**src/rtl/ex_mem_reg.sv**
```systemverilog
// EX/MEM pipeline register implemented as a 2-entry skid FIFO.
// It also produces a one-cycle fetch redirect and a saturating back-pressure stall counter.
module ex_mem_reg #(
  parameter int unsigned XLEN    = 32,
  parameter int unsigned STALL_W = 16
) (
  input  logic               clk,
  input  logic               rst_n,
  input  logic               in_valid,
  output logic               in_ready,
  input  logic [XLEN-1:0]    alu_result,
  input  logic               zero,
  input  logic               branch_en,
  input  logic               branch_inv,
  input  logic               jump,
  input  logic [XLEN-1:0]    target,
  input  logic [XLEN-1:0]    pc_plus4,
  input  logic [4:0]         rd,
  input  logic               reg_we,
  input  logic               mem_we,
  input  logic               mem_re,
  input  logic [XLEN-1:0]    store_data,
  input  logic               flush,
  output logic               out_valid,
  input  logic               out_ready,
  output logic [XLEN-1:0]    out_wb_data,
  output logic [XLEN-1:0]    out_store_data,
  output logic [4:0]         out_rd,
  output logic               out_reg_we,
  output logic               out_mem_we,
  output logic               out_mem_re,
  output logic               redirect,
  output logic [XLEN-1:0]    redirect_pc,
  output logic [STALL_W-1:0] stall_cnt
);

  localparam int unsigned DEPTH = 2;

  logic [XLEN-1:0]    r_wb_data    [DEPTH];
  logic [XLEN-1:0]    r_store_data [DEPTH];
  logic [4:0]         r_rd         [DEPTH];
  logic [DEPTH-1:0]   r_reg_we;
  logic [DEPTH-1:0]   r_mem_we;
  logic [DEPTH-1:0]   r_mem_re;
  logic               r_wr_ptr;
  logic               r_rd_ptr;
  logic [1:0]         r_count;
  logic               r_redirect;
  logic [XLEN-1:0]    r_redirect_pc;
  logic [STALL_W-1:0] r_stall_cnt;

  logic               w_push;
  logic               w_pop;
  logic               w_taken;
  logic [XLEN-1:0]    w_wb_in;

  // Handshake status depends only on registered occupancy, never on out_ready.
  assign in_ready  = (r_count < 2'd2);
  assign out_valid = (r_count != 2'd0);

  assign w_push  = in_valid & in_ready & ~flush;
  assign w_pop   = out_valid & out_ready & ~flush;
  assign w_taken = jump | (branch_en & (zero ^ branch_inv));
  assign w_wb_in = jump ? pc_plus4 : alu_result;

  // Occupancy and the wrap-around pointers.
  always_ff @(posedge clk or negedge rst_n) begin
    if (!rst_n) begin
      r_count  <= 2'd0;
      r_wr_ptr <= 1'b0;
      r_rd_ptr <= 1'b0;
    end else if (flush) begin
      r_count  <= 2'd0;
      r_wr_ptr <= 1'b0;
      r_rd_ptr <= 1'b0;
    end else begin
      if (w_push) r_wr_ptr <= ~r_wr_ptr;
      if (w_pop)  r_rd_ptr <= ~r_rd_ptr;
      case ({w_push, w_pop})
        2'b10:   r_count <= r_count + 2'd1;
        2'b01:   r_count <= r_count - 2'd1;
        default: r_count <= r_count;
      endcase
    end
  end

  // Entry storage.
  always_ff @(posedge clk or negedge rst_n) begin
    if (!rst_n) begin
      for (int i = 0; i < DEPTH; i++) begin
        r_wb_data[i]    <= '0;
        r_store_data[i] <= '0;
        r_rd[i]         <= 5'd0;
      end
      r_reg_we <= '0;
      r_mem_we <= '0;
      r_mem_re <= '0;
    end else if (w_push) begin
      r_wb_data[r_wr_ptr]    <= w_wb_in;
      r_store_data[r_wr_ptr] <= store_data;
      r_rd[r_wr_ptr]         <= rd;
      r_reg_we[r_wr_ptr]     <= reg_we;
      r_mem_we[r_wr_ptr]     <= mem_we;
      r_mem_re[r_wr_ptr]     <= mem_re;
    end
  end

  assign out_wb_data    = r_wb_data[r_rd_ptr];
  assign out_store_data = r_store_data[r_rd_ptr];
  assign out_rd         = r_rd[r_rd_ptr];
  assign out_reg_we     = r_reg_we[r_rd_ptr];
  assign out_mem_we     = r_mem_we[r_rd_ptr];
  assign out_mem_re     = r_mem_re[r_rd_ptr];

  // Redirect pulses for one cycle after a taken push; the target is held until the next one.
  always_ff @(posedge clk or negedge rst_n) begin
    if (!rst_n) begin
      r_redirect    <= 1'b0;
      r_redirect_pc <= '0;
    end else begin
      r_redirect <= w_push & w_taken;
      if (w_push && w_taken) r_redirect_pc <= target;
    end
  end

  assign redirect    = r_redirect;
  assign redirect_pc = r_redirect_pc;

  // Saturating count of cycles where MEM holds off a valid entry.
  always_ff @(posedge clk or negedge rst_n) begin
    if (!rst_n) begin
      r_stall_cnt <= '0;
    end else if (out_valid && !out_ready && !flush && !(&r_stall_cnt)) begin
      r_stall_cnt <= r_stall_cnt + STALL_W'(1);
    end
  end

  assign stall_cnt = r_stall_cnt;

endmodule

```
**config.mk**
```make
export PLATFORM = sky130hd
export DESIGN_NAME = ex_mem_reg
export DESIGN_NICKNAME = d
export VERILOG_FILES = /design/src/rtl/ex_mem_reg.sv
export SDC_FILE = /design/constraint.sdc
export NUM_CORES = 1
export LEC_CHECK = 0
export BUFFER_PORTS_ARGS = -buffer_cell sky130_fd_sc_hd__clkbuf_2
export CAP_MARGIN = 0
export CELL_PAD_IN_SITES_DETAIL_PLACEMENT = 1
export CELL_PAD_IN_SITES_GLOBAL_PLACEMENT = 2
export CORE_ASPECT_RATIO = 0.6
export CORE_MARGIN = 5
export CORE_UTILIZATION = 35
export CTS_CLUSTER_SIZE = 12
export DETAILED_ROUTE_END_ITERATION = 8
export GPL_ROUTABILITY_DRIVEN = 0
export HOLD_SLACK_MARGIN = 0.12
export PLACE_DENSITY_LB_ADDON = 0.1
export SYNTH_ARGS = -nofsm -noshare
export SYNTH_HDL_FRONTEND = slang
export SYNTH_SLANG_ARGS = --single-unit
```
**constraint.sdc**
```tcl
create_clock -name clk -period 4 [get_ports clk]
set_clock_uncertainty 0.1 [all_clocks]
set_input_delay 0.8 -clock clk [delete_from_list [all_inputs] [get_ports clk]]
set_output_delay 0.8 -clock clk [all_outputs]
set_load 0.02 [all_outputs]
```
==> results of run 1 <==
[placed cells by master, fill, tap and decap left out, types with 2 or more instances in the layout]
master	count
nor4b_1	2
nor4_1	5
mux2_2	183
dfrtp_1	196
inv_6	5
buf_4	6
mux2i_1	33
clkbuf_2	266
and3_1	2
nor3_4	2
a21oi_1	64
buf_12	2
a21oi_2	3
clkbuf_16	17
clkinv_2	3
clkinvlp_4	4
nor2_1	73
nand2_1	5
nand4_1	2
xor2_1	17
nand3_1	6
nor3_1	7
inv_1	2
[layout make-up]
cell class              count  area (sq um)  share of cell area (%)
clock buffers              18         429.2                   3.955
clock inverters            14         127.6                   1.176
inverters                   2         7.507                 0.06918
multi-input cells         419          3521                   32.45
flip-flops and latches    197          4933                   45.46
well taps                 322         402.9                   3.713
repair buffers            275          1430                   13.18
[flip-flops by register name (all words and copies together) (netlist names)]
register      flops
r_rd             10
r_mem_re          2
r_rd_ptr          1
r_wb_data        64
stall_cnt        16
r_mem_we          2
redirect          1
r_store_data     64
r_reg_we          2
r_wr_ptr          1
r_count           2
redirect_pc      32
[critical path, cell delays in order, from the launching register on]
cell	delay, ns
dfrtp_4	1.11
mux2_2	0.45
clkbuf_2	0.16
[power groups by stage]
| stage | Combinational (mW) | Clock (mW) | Sequential (mW) |
|---|---|---|---|
| floorplan | 1.12 | 0 | 2.86 |
| global placement | 1.73 | 0 | 2.84 |
| detailed placement | 1.79 | 0 | 2.88 |
| CTS | 1.80 | 1.72 | 2.85 |
| global route | 1.92 | 1.81 | 2.90 |
| finish | 1.75 | 1.65 | 2.84 |
[per-stage QoR]
stage	hold WS (ns)	area (sq um)	util [%]	std cells	power, mW
finish	0.3138	10850	44.60	1247	6.246
CTS	0.3316	10850	44.60	1247	6.359
global route	0.3492	10850	44.60	1247	6.630
detailed placement	0.3809	10290	42.31	1215	4.669
global placement	0.3729	10290	42.31	1215	4.570
floorplan	0.3749	8700	-	658	3.977
[worst min-delay path by stage]
stage / cells past startpoint / endpoint
6_report: 1 / stall_cnt[13]
3_5_place_dp: 1 / stall_cnt[7]
2_1_floorplan: 1 / r_mem_re[1]
5_1_grt: 1 / stall_cnt[13]
4_1_cts: 1 / stall_cnt[13]
3_3_place_gp: 1 / stall_cnt[7]
[cell families after synthesis]
| group | Yosys count |
|---|---|
| flip-flops | 197 |
| AO/OA/AOI/OAI | 69 |
| buffers and inverters | 42 |
| XOR/XNOR | 17 |
| adder cells (fa/ha/maj) | 1 |
| multiplexers | 218 |
| AND/OR/NAND/NOR | 114 |
[layer usage]
layer,vias up,global-route usage (%),wire [um]
met5,-,0,0
met2,125,27.26,11410
li1,2825,-,-
met3,13,4.614,1356
met4,0,3.600,201
met1,3079,23.36,10640
==> qor.yml, run 1 <==
die_w_um: 213.5
fill_cells: 2600
clock.fmax_mhz: 315.0
status: "finished, final reports clean"
yosysMostFrequentCell: "dfrtp_1"
grt_overflow: 0
antenna_found_initial: 0
cts_resized: 0
insertion_delay_ns: 0.44
path_class: "reg2out"
htreeDepth: 4
p_per_area_nw_per_um2: 575.6
initial_core_util_pct: 35.75
synth_top_family_by_area: "multiplexers"
synth_edf_count: 0
internal_power_mw: 4.171
synthSimpleGateAreaFrac_pct: 6.688
switching_share_pct: 33.22
place_ws_ns: 1.318
clock_sinks: 197
synth-seq-cells: 197
dp_hpwl_um: 17060
routed_via_density: 4.845
worstPathMaxFanout: 73
area_growth_pct: 24.74
hold_viol_final: 0
die_h_um: 132.1
seqPwrFrac_pct: 45.5
r2r_start: "r_count[1]"
muxShareOfSynthArea_pct: 27.79
slew_headroom_pct: 26.62
port_buffers: 267
vias: 6042
max-cap-violations: 0
synthXorXnorAreaFrac_pct: 1.711
cts_hold_buf: 0
final_net_count: 1058
routed_wl_um: 23610
synthArstFlopShare_pct: 100.0
worstPathArrival_ns: 2.27
yosysTopAreaCell: "dfrtp_1"
cp-end-kind: "primary output"
clockBufferDepth: 2
ctsRootBufferMaster: "clkbuf_16"
synthesis.area_sq_um: 8700
irDropWorstVdd_v: 0.0002550
synth_adder_area_share_pct: 0.1438
io-pin-count: 268
synth_common_cells: "197 x dfrtp_1, 183 x mux2_2, 73 x nor2_1"
post-route-period-util_pct: 79.36
syn_inst: 658
drv_slew: 0
drc: 0
rsz0062_at_grt: "no"
tritoncts: "built"
coreArea_sq_um: 24330
synth.distinct_cells: 35
clk_pin_slew_ns: 0.07
fp.dieArea_sq_um: 28210
synth_area_leaders: "dfrtp_1 57%, mux2_2 24%, mux2i_1 3.8%, a21oi_1 3.7%, nor2_1 3.1%"
grtUsageTotal_pct: 17.02
antenna_cells: 0
layout_min_cycle_time_ns: 3.174
r2r_end: "r_store_data[14]"
r2r_cells: 4
cts_made_buffers: 17
syn_area_per_cell_sq_um: 13.22
grt_pass1_vias: 6892
cp_data_required_time_ns: 3.10
pwr-share-comb_pct: 28.1
rows: 44
grt_max_degree: 105
yosysWarnings: 0
ant_nets: 0
yosysSeqAreaShare_pct: 56.67
firstDrtPassIters: 4
yosysTopAreaCellShare_pct: 56.67
p_clk_share_pct: 26.4
synth_compound_area_share_pct: 4.142
power_switching_mw: 2.075
hold_class: "in2async"
routedWlPerCell_um: 18.93
grt_pass1_wl_um: 37820
cts_setup_buffers: 0
fin_ws_ns: 0.8257
yosys_most_used_dff: "dfrtp_1"
rrSetupSlack_ns: 1.78
final-setup-viol-count: 0
finalSetupTns_ns: 0
cp-start-kind: "register"
layout-drive-gt1-share_pct: 54.27
cp-startpoint: "r_rd_ptr"
critical_path.endpoint: "out_store_data[3]"
p_leak_nw: 5.087
synth_fp_nets: 804
max_slew.worst_pin.slew_ns: 1.101
drt-initial-drc-count: 247
Power figures use the tool's default switching activity.
==> run 2: changes to the inputs <==
--- a/config.mk
+++ b/config.mk
@@ -11,7 +11,7 @@
 export CELL_PAD_IN_SITES_GLOBAL_PLACEMENT = 2
 export CORE_ASPECT_RATIO = 0.6
 export CORE_MARGIN = 5
-export CORE_UTILIZATION = 35
+export CORE_UTILIZATION = 33
 export CTS_CLUSTER_SIZE = 12
 export DETAILED_ROUTE_END_ITERATION = 8
 export GPL_ROUTABILITY_DRIVEN = 0
==> constraint.sdc (replaced) <==
create_clock -name clk -period 3.3 [get_ports clk]
set_clock_uncertainty 0.1 [all_clocks]
set_input_delay 0.66 -clock clk [delete_from_list [all_inputs] [get_ports clk]]
set_output_delay 0.66 -clock clk [all_outputs]
set_load 0.02 [all_outputs]
==> qor.yml, run 2 (synthesized netlist as in run 1, its figures left out) <==
fill_cells: 2850  # was 2600
rrSetupSlack_ns: 1.01  # was 1.78 ns
ant_nets: 0  # unchanged
ctsRootBufferMaster: "clkbuf_16"  # unchanged
clockBufferDepth: 2  # unchanged
cp_data_required_time_ns: 2.54  # was 3.10 ns
final_util_pct: 42.09  # was 44.60%
clock_sinks: 197  # unchanged
fp.dieArea_sq_um: 29820  # was 28210 sq um
die_w_um: 219.6  # was 213.5 um
clock.fmax_mhz: 344.0
p_leak_nw: 5.160  # was 5.087 nW
routed_wl_um: 24010  # was 23610 um
worstPathMaxFanout: 29  # was 73
cp_slowest_cell: "dfrtp_4"  # unchanged
cp-start-kind: "register"  # unchanged
initial_core_util_pct: 33.22  # was 35.75%
r2r_end: "r_store_data[14]"  # unchanged
worstPathCellList: "buf_4 -> mux2_2 -> clkbuf_2"  # was mux2_2 -> clkbuf_2
drc: 0  # unchanged
grt_pass1_wl_um: 37990  # was 37820 um
max_slew.worst_pin.slew_ns: 0.6425  # was 1.101 ns
grt_overflow: 0  # unchanged
tritoncts: "built"  # unchanged
vias: 6085  # was 6042
rows: 46  # was 44
area_growth_pct: 26.71  # was 24.74%
rsz0062_at_grt: "no"  # unchanged
hold_viol_final: 0  # unchanged
status: "finished, final reports clean"  # unchanged
die_h_um: 135.8  # was 132.1 um
r2r_cells: 4  # unchanged
routedWlPerCell_um: 18.59  # was 18.93 um
antenna_found_initial: 0  # unchanged
layout-drive-gt1-share_pct: 54.61  # was 54.27%
cts_resized: 0  # unchanged
finalSetupTns_ns: 0  # unchanged
drv_slew: 0  # unchanged
final-setup-viol-count: 0  # unchanged
antenna_cells: 0  # unchanged
max_stage_delay_ns: 0.77  # was 1.11 ns
grt_pass1_vias: 6938  # was 6892
worstPathArrival_ns: 2.15  # was 2.27 ns
io-pin-count: 268  # unchanged
slew_headroom_pct: 57.12  # was 26.62%
port_buffers: 267  # unchanged
max-cap-violations: 0  # unchanged
p_per_area_nw_per_um2: 696.4  # was 575.6 nW/um^2
final_cell_mix: "266 x clkbuf_2, 196 x dfrtp_1, 183 x mux2_2"  # unchanged
htreeDepth: 4  # unchanged
insertion_delay_ns: 0.44  # about the same
cts_hold_buf: 0  # unchanged
firstDrtPassIters: 4  # unchanged
final_net_count: 1065  # was 1058
clk_pin_slew_ns: 0.07  # about the same
grtUsageTotal_pct: 16.34  # was 17.02%
dp_hpwl_um: 17620  # was 17060 um
grt_max_degree: 105  # unchanged
irDropWorstVdd_v: 0.0003370  # was 0.0002550 V
drt-initial-drc-count: 212  # was 247
cts_made_buffers: 17  # unchanged
coreArea_sq_um: 26190  # was 24330 sq um
mostFrequentLayoutCell: "clkbuf_2"  # unchanged
post-route-period-util_pct: 88.09
r2r_start: "r_count[1]"  # unchanged
cts_setup_buffers: 0  # unchanged
routed_via_density: 4.710  # was 4.845
hold_class: "in2async"  # unchanged
layout_min_cycle_time_ns: 2.907
cp-end-kind: "primary output"  # unchanged
path_class: "reg2out"  # unchanged
run 2: cell count changes in the layout (fill, tap and decap cells not counted), sizes merged:
cell      before  now
clkinv         4    7
clkbuf       285  286
clkinvlp       4    1
buf            8   15
inv            7    5
bufinv         1    2
run 2: report_power, final:
group | switching, mW | leakage (nW) | total [mW] | internal (mW)
Sequential | 0.369 | 2.31 | 3.41 | 3.04
Clock | 0.958 | 0.288 | 2.11 | 1.15
Combinational | 1.18 | 2.56 | 2.16 | 0.980
run 2: worst max-delay path: cells and delay by family (launching register included):
| kind | cells | cell delay [ns] |
|---|---|---|
| flops | 1 | 0.77 |
| buf+inv | 2 | 0.55 |
| mux | 1 | 0.38 |
run 2: worst max path at each step:
stage                        start                end  slack (ns)  cells past startpoint
final                     r_rd_ptr    out_wb_data[11]        0.39                      3
after global routing      r_rd_ptr    out_wb_data[11]        0.26                      3
after CTS                 r_rd_ptr     out_wb_data[9]        0.31                      3
after detailed placement  in_valid   r_store_data[14]        0.70                      5
after global placement    in_valid    r_store_data[0]        0.78                      5
after floorplan           r_rd_ptr  out_store_data[0]        1.20                      3
run 2: per-layer routing:
| layer | GRT usage, % | wire length, um | vias to the layer above |
|---|---|---|---|
| li1 | - | - | 2849 |
| met2 | 26.46 | 11550 | 145 |
| met5 | 0 | 0 | - |
| met3 | 5.919 | 1743 | 15 |
| met4 | 4.607 | 266 | 0 |
| met1 | 20.80 | 10460 | 3076 |
run 2: cell type report:
type	instances	area (sq um)	area share [%]
inverters	2	7.507	0.06810
flip-flops and latches	197	4933	44.76
repair buffers	282	1520	13.79
multi-input cells	419	3521	31.94
clock buffers	19	442.9	4.018
well taps	360	450.4	4.086
clock inverters	13	147.6	1.339
run 2: metrics by stage:
stage	hold WS, ns	total power, mW	cells	worst slack (ns)	instance area [sq um]
after CTS	0.1248	7.814	1292	0.3110	11020
after global routing	0.1350	8.126	1292	0.2624	11020
after floorplan	0.2644	4.820	658	1.196	8700
final	0.1077	7.677	1292	0.3931	11020
after global placement	0.3752	5.543	1260	0.7843	10430
after detailed placement	0.3797	5.664	1260	0.6979	10430
==> run 3: changes to the inputs <==
--- a/config.mk
+++ b/config.mk
@@ -5,13 +5,14 @@
 export SDC_FILE = /design/constraint.sdc
 export NUM_CORES = 1
 export LEC_CHECK = 0
-export BUFFER_PORTS_ARGS = -buffer_cell sky130_fd_sc_hd__clkbuf_2
+export BUFFER_PORTS_ARGS = -buffer_cell sky130_fd_sc_hd__buf_2
 export CAP_MARGIN = 0
 export CELL_PAD_IN_SITES_DETAIL_PLACEMENT = 1
 export CELL_PAD_IN_SITES_GLOBAL_PLACEMENT = 2
 export CORE_ASPECT_RATIO = 0.6
 export CORE_MARGIN = 5
 export CORE_UTILIZATION = 33
+export CTS_CLUSTER_DIAMETER = 60
 export CTS_CLUSTER_SIZE = 12
 export DETAILED_ROUTE_END_ITERATION = 8
 export GPL_ROUTABILITY_DRIVEN = 0
==> qor.yml, run 3 (synthesized netlist as in run 1, its figures left out) <==
worstPathMaxFanout: 40  # was 29
layout_min_cycle_time_ns: 2.825  # was 2.907 ns
grt_pass1_wl_um: 38090  # was 37990 um
htreeDepth: 4  # unchanged
post-route-period-util_pct: 85.60  # was 88.09%
hold_viol_final: 0  # unchanged
cp_num_buf_inv: 2  # unchanged
r2r_end: "r_store_data[10]"  # was r_store_data[14]
pwr-share-comb_pct: 28.3  # was 28.2%
grtUsageTotal_pct: 16.33  # was 16.34%
min-delay-start: "target[6]"
worstPathArrival_ns: 2.06  # was 2.15 ns
routedWlPerCell_um: 18.51  # was 18.59 um
mostFrequentLayoutCell: "buf_2"  # was clkbuf_2
stdcell_count: 1286  # was 1292
routed_wl_um: 23800  # was 24010 um
irDropWorstVdd_v: 0.0003822  # was 0.0003370 V
antenna_cells: 0  # unchanged
finalSetupTns_ns: 0  # unchanged
cts_resized: 0  # unchanged
cp-start-kind: "register"  # unchanged
ctsRootBufferMaster: "clkbuf_16"  # unchanged
dp_hpwl_um: 17020  # was 17620 um
hold_class: "in2reg"  # was in2async
grt_overflow: 0  # unchanged
initial_core_util_pct: 33.22  # unchanged
final_net_count: 1061  # was 1065
seqPwrFrac_pct: 44.4  # about the same
vias: 6059  # was 6085
cp-end-kind: "primary output"  # unchanged
cts_hold_buf: 1  # was 0
path_delay_family: "flip-flops"  # unchanged
die_w_um: 219.6  # unchanged
hold_end: "redirect_pc[6]"
tritoncts: "built"  # unchanged
ant_nets: 0  # unchanged
status: "finished, final reports clean"  # unchanged
slew_headroom_pct: 61.21  # was 57.12%
routed_via_density: 4.712  # was 4.710
max_stage_delay_ns: 0.73  # was 0.77 ns
rows: 46  # unchanged
clk_pin_slew_ns: 0.07  # about the same
drc: 0  # unchanged
clockBufferDepth: 2  # unchanged
p_leak_nw: 5.079  # was 5.160 nW
antenna_found_initial: 2  # was 0
path_class: "reg2out"  # unchanged
die_h_um: 135.8  # unchanged
clock_sinks: 197  # unchanged
whs_path_depth: 2
cp_data_required_time_ns: 2.54  # about the same
drv_slew: 0  # unchanged
final-setup-viol-count: 0  # unchanged
layout-drive-gt1-share_pct: 54.10  # was 54.61%
rsz0062_at_grt: "no"  # unchanged
insertion_delay_ns: 0.44  # about the same
power_switching_mw: 2.443  # was 2.510 mW
rrSetupSlack_ns: 1.03  # was 1.01 ns
coreArea_sq_um: 26190  # unchanged
switching_share_pct: 32.00  # was 32.70%
io-pin-count: 268  # unchanged
fp.dieArea_sq_um: 29820  # unchanged
clock.fmax_mhz: 354.0  # was 344.0 MHz
worstPathCellList: "buf_12 -> mux2_2 -> buf_2"  # was buf_4 -> mux2_2 -> clkbuf_2
grt_pass1_vias: 7013  # was 6938
p_per_area_nw_per_um2: 695.2  # was 696.4 nW/um^2
r2r_cells: 4  # unchanged
internal_power_mw: 5.191  # was 5.167 mW
r2r_start: "r_count[1]"  # unchanged
cts_made_buffers: 17  # unchanged
cts_setup_buffers: 0  # unchanged
grt_max_degree: 105  # unchanged
port_buffers: 267  # unchanged
drt-initial-drc-count: 226  # was 212
cp-startpoint: "r_rd_ptr"  # unchanged
p_clk_share_pct: 27.3  # was 27.4%
max_slew.worst_pin.slew_ns: 0.5819  # was 0.6425 ns
cp_slowest_cell: "dfrtp_4"  # unchanged
final_cell_mix: "266 x buf_2, 196 x dfrtp_1, 183 x mux2_2"  # was 266 x clkbuf_2, 196 x dfrtp_1, 183 x mux2_2
post-place-cells: 1255  # was 1260
firstDrtPassIters: 4  # unchanged
max-cap-violations: 0  # unchanged
area_growth_pct: 26.22  # was 26.71%
-- run 3: cell count changes in the layout (fill, tap and decap cells not counted), sizes merged --
cell,before,now
buf,15,276
clkbuf,286,23
clkinv,7,3
clkinvlp,1,3
dlygate4sd3,0,1
inv,5,2
-- run 3: layer usage --
metal	vias up	share of wire (%)	GRT usage [%]
met1	3064	43	20.36
li1	2825	-	-
met2	144	48	26.70
met5	-	0.11	0
met3	22	7.2	6.277
met4	4	1.4	4.572
-- run 3: worst max-delay path by stage --
| stage | end | cells past startpoint |
|---|---|---|
| 2_1_floorplan | out_store_data[0] | 3 |
| 3_3_place_gp | r_store_data[16] | 5 |
| 3_5_place_dp | r_store_data[10] | 5 |
| 4_1_cts | out_wb_data[25] | 3 |
| 5_1_grt | out_mem_re | 3 |
| 6_report | out_wb_data[24] | 3 |
-- run 3: cell type report --
| type | instances | area (sq um) |
|---|---|---|
| Clock buffer | 22 | 474.2 |
| Inverter | 2 | 7.507 |
| Sequential cell | 197 | 4933 |
| Multi-Input combinational cell | 419 | 3521 |
| Timing Repair Buffer | 278 | 1493 |
| Fill cell | 2838 | 15210 |
| Tap cell | 360 | 450.4 |
| Clock inverter | 8 | 101.3 |
-- run 3: power groups by stage --
stage	Combinational, mW	Clock (mW)	Sequential [mW]
after floorplan	1.35	0	3.47
after detailed placement	2.20	0	3.44
after global routing	2.36	2.27	3.47
after CTS	2.22	2.15	3.40
after global placement	2.13	0	3.39
final	2.16	2.08	3.39
-- run 3: through the flow --
step	utilization [%]	setup slack, ns	total power [mW]	hold slack (ns)	area (sq um)
final	41.93	0.4750	7.634	0.3480	10980
after global routing	41.93	0.3534	8.105	0.3153	10980
after CTS	41.93	0.4057	7.766	0.3155	10980
after detailed placement	39.69	0.7723	5.642	0.3818	10400
after global placement	39.69	0.8191	5.520	0.3697	10400
after floorplan	-	1.196	4.820	0.2644	8700
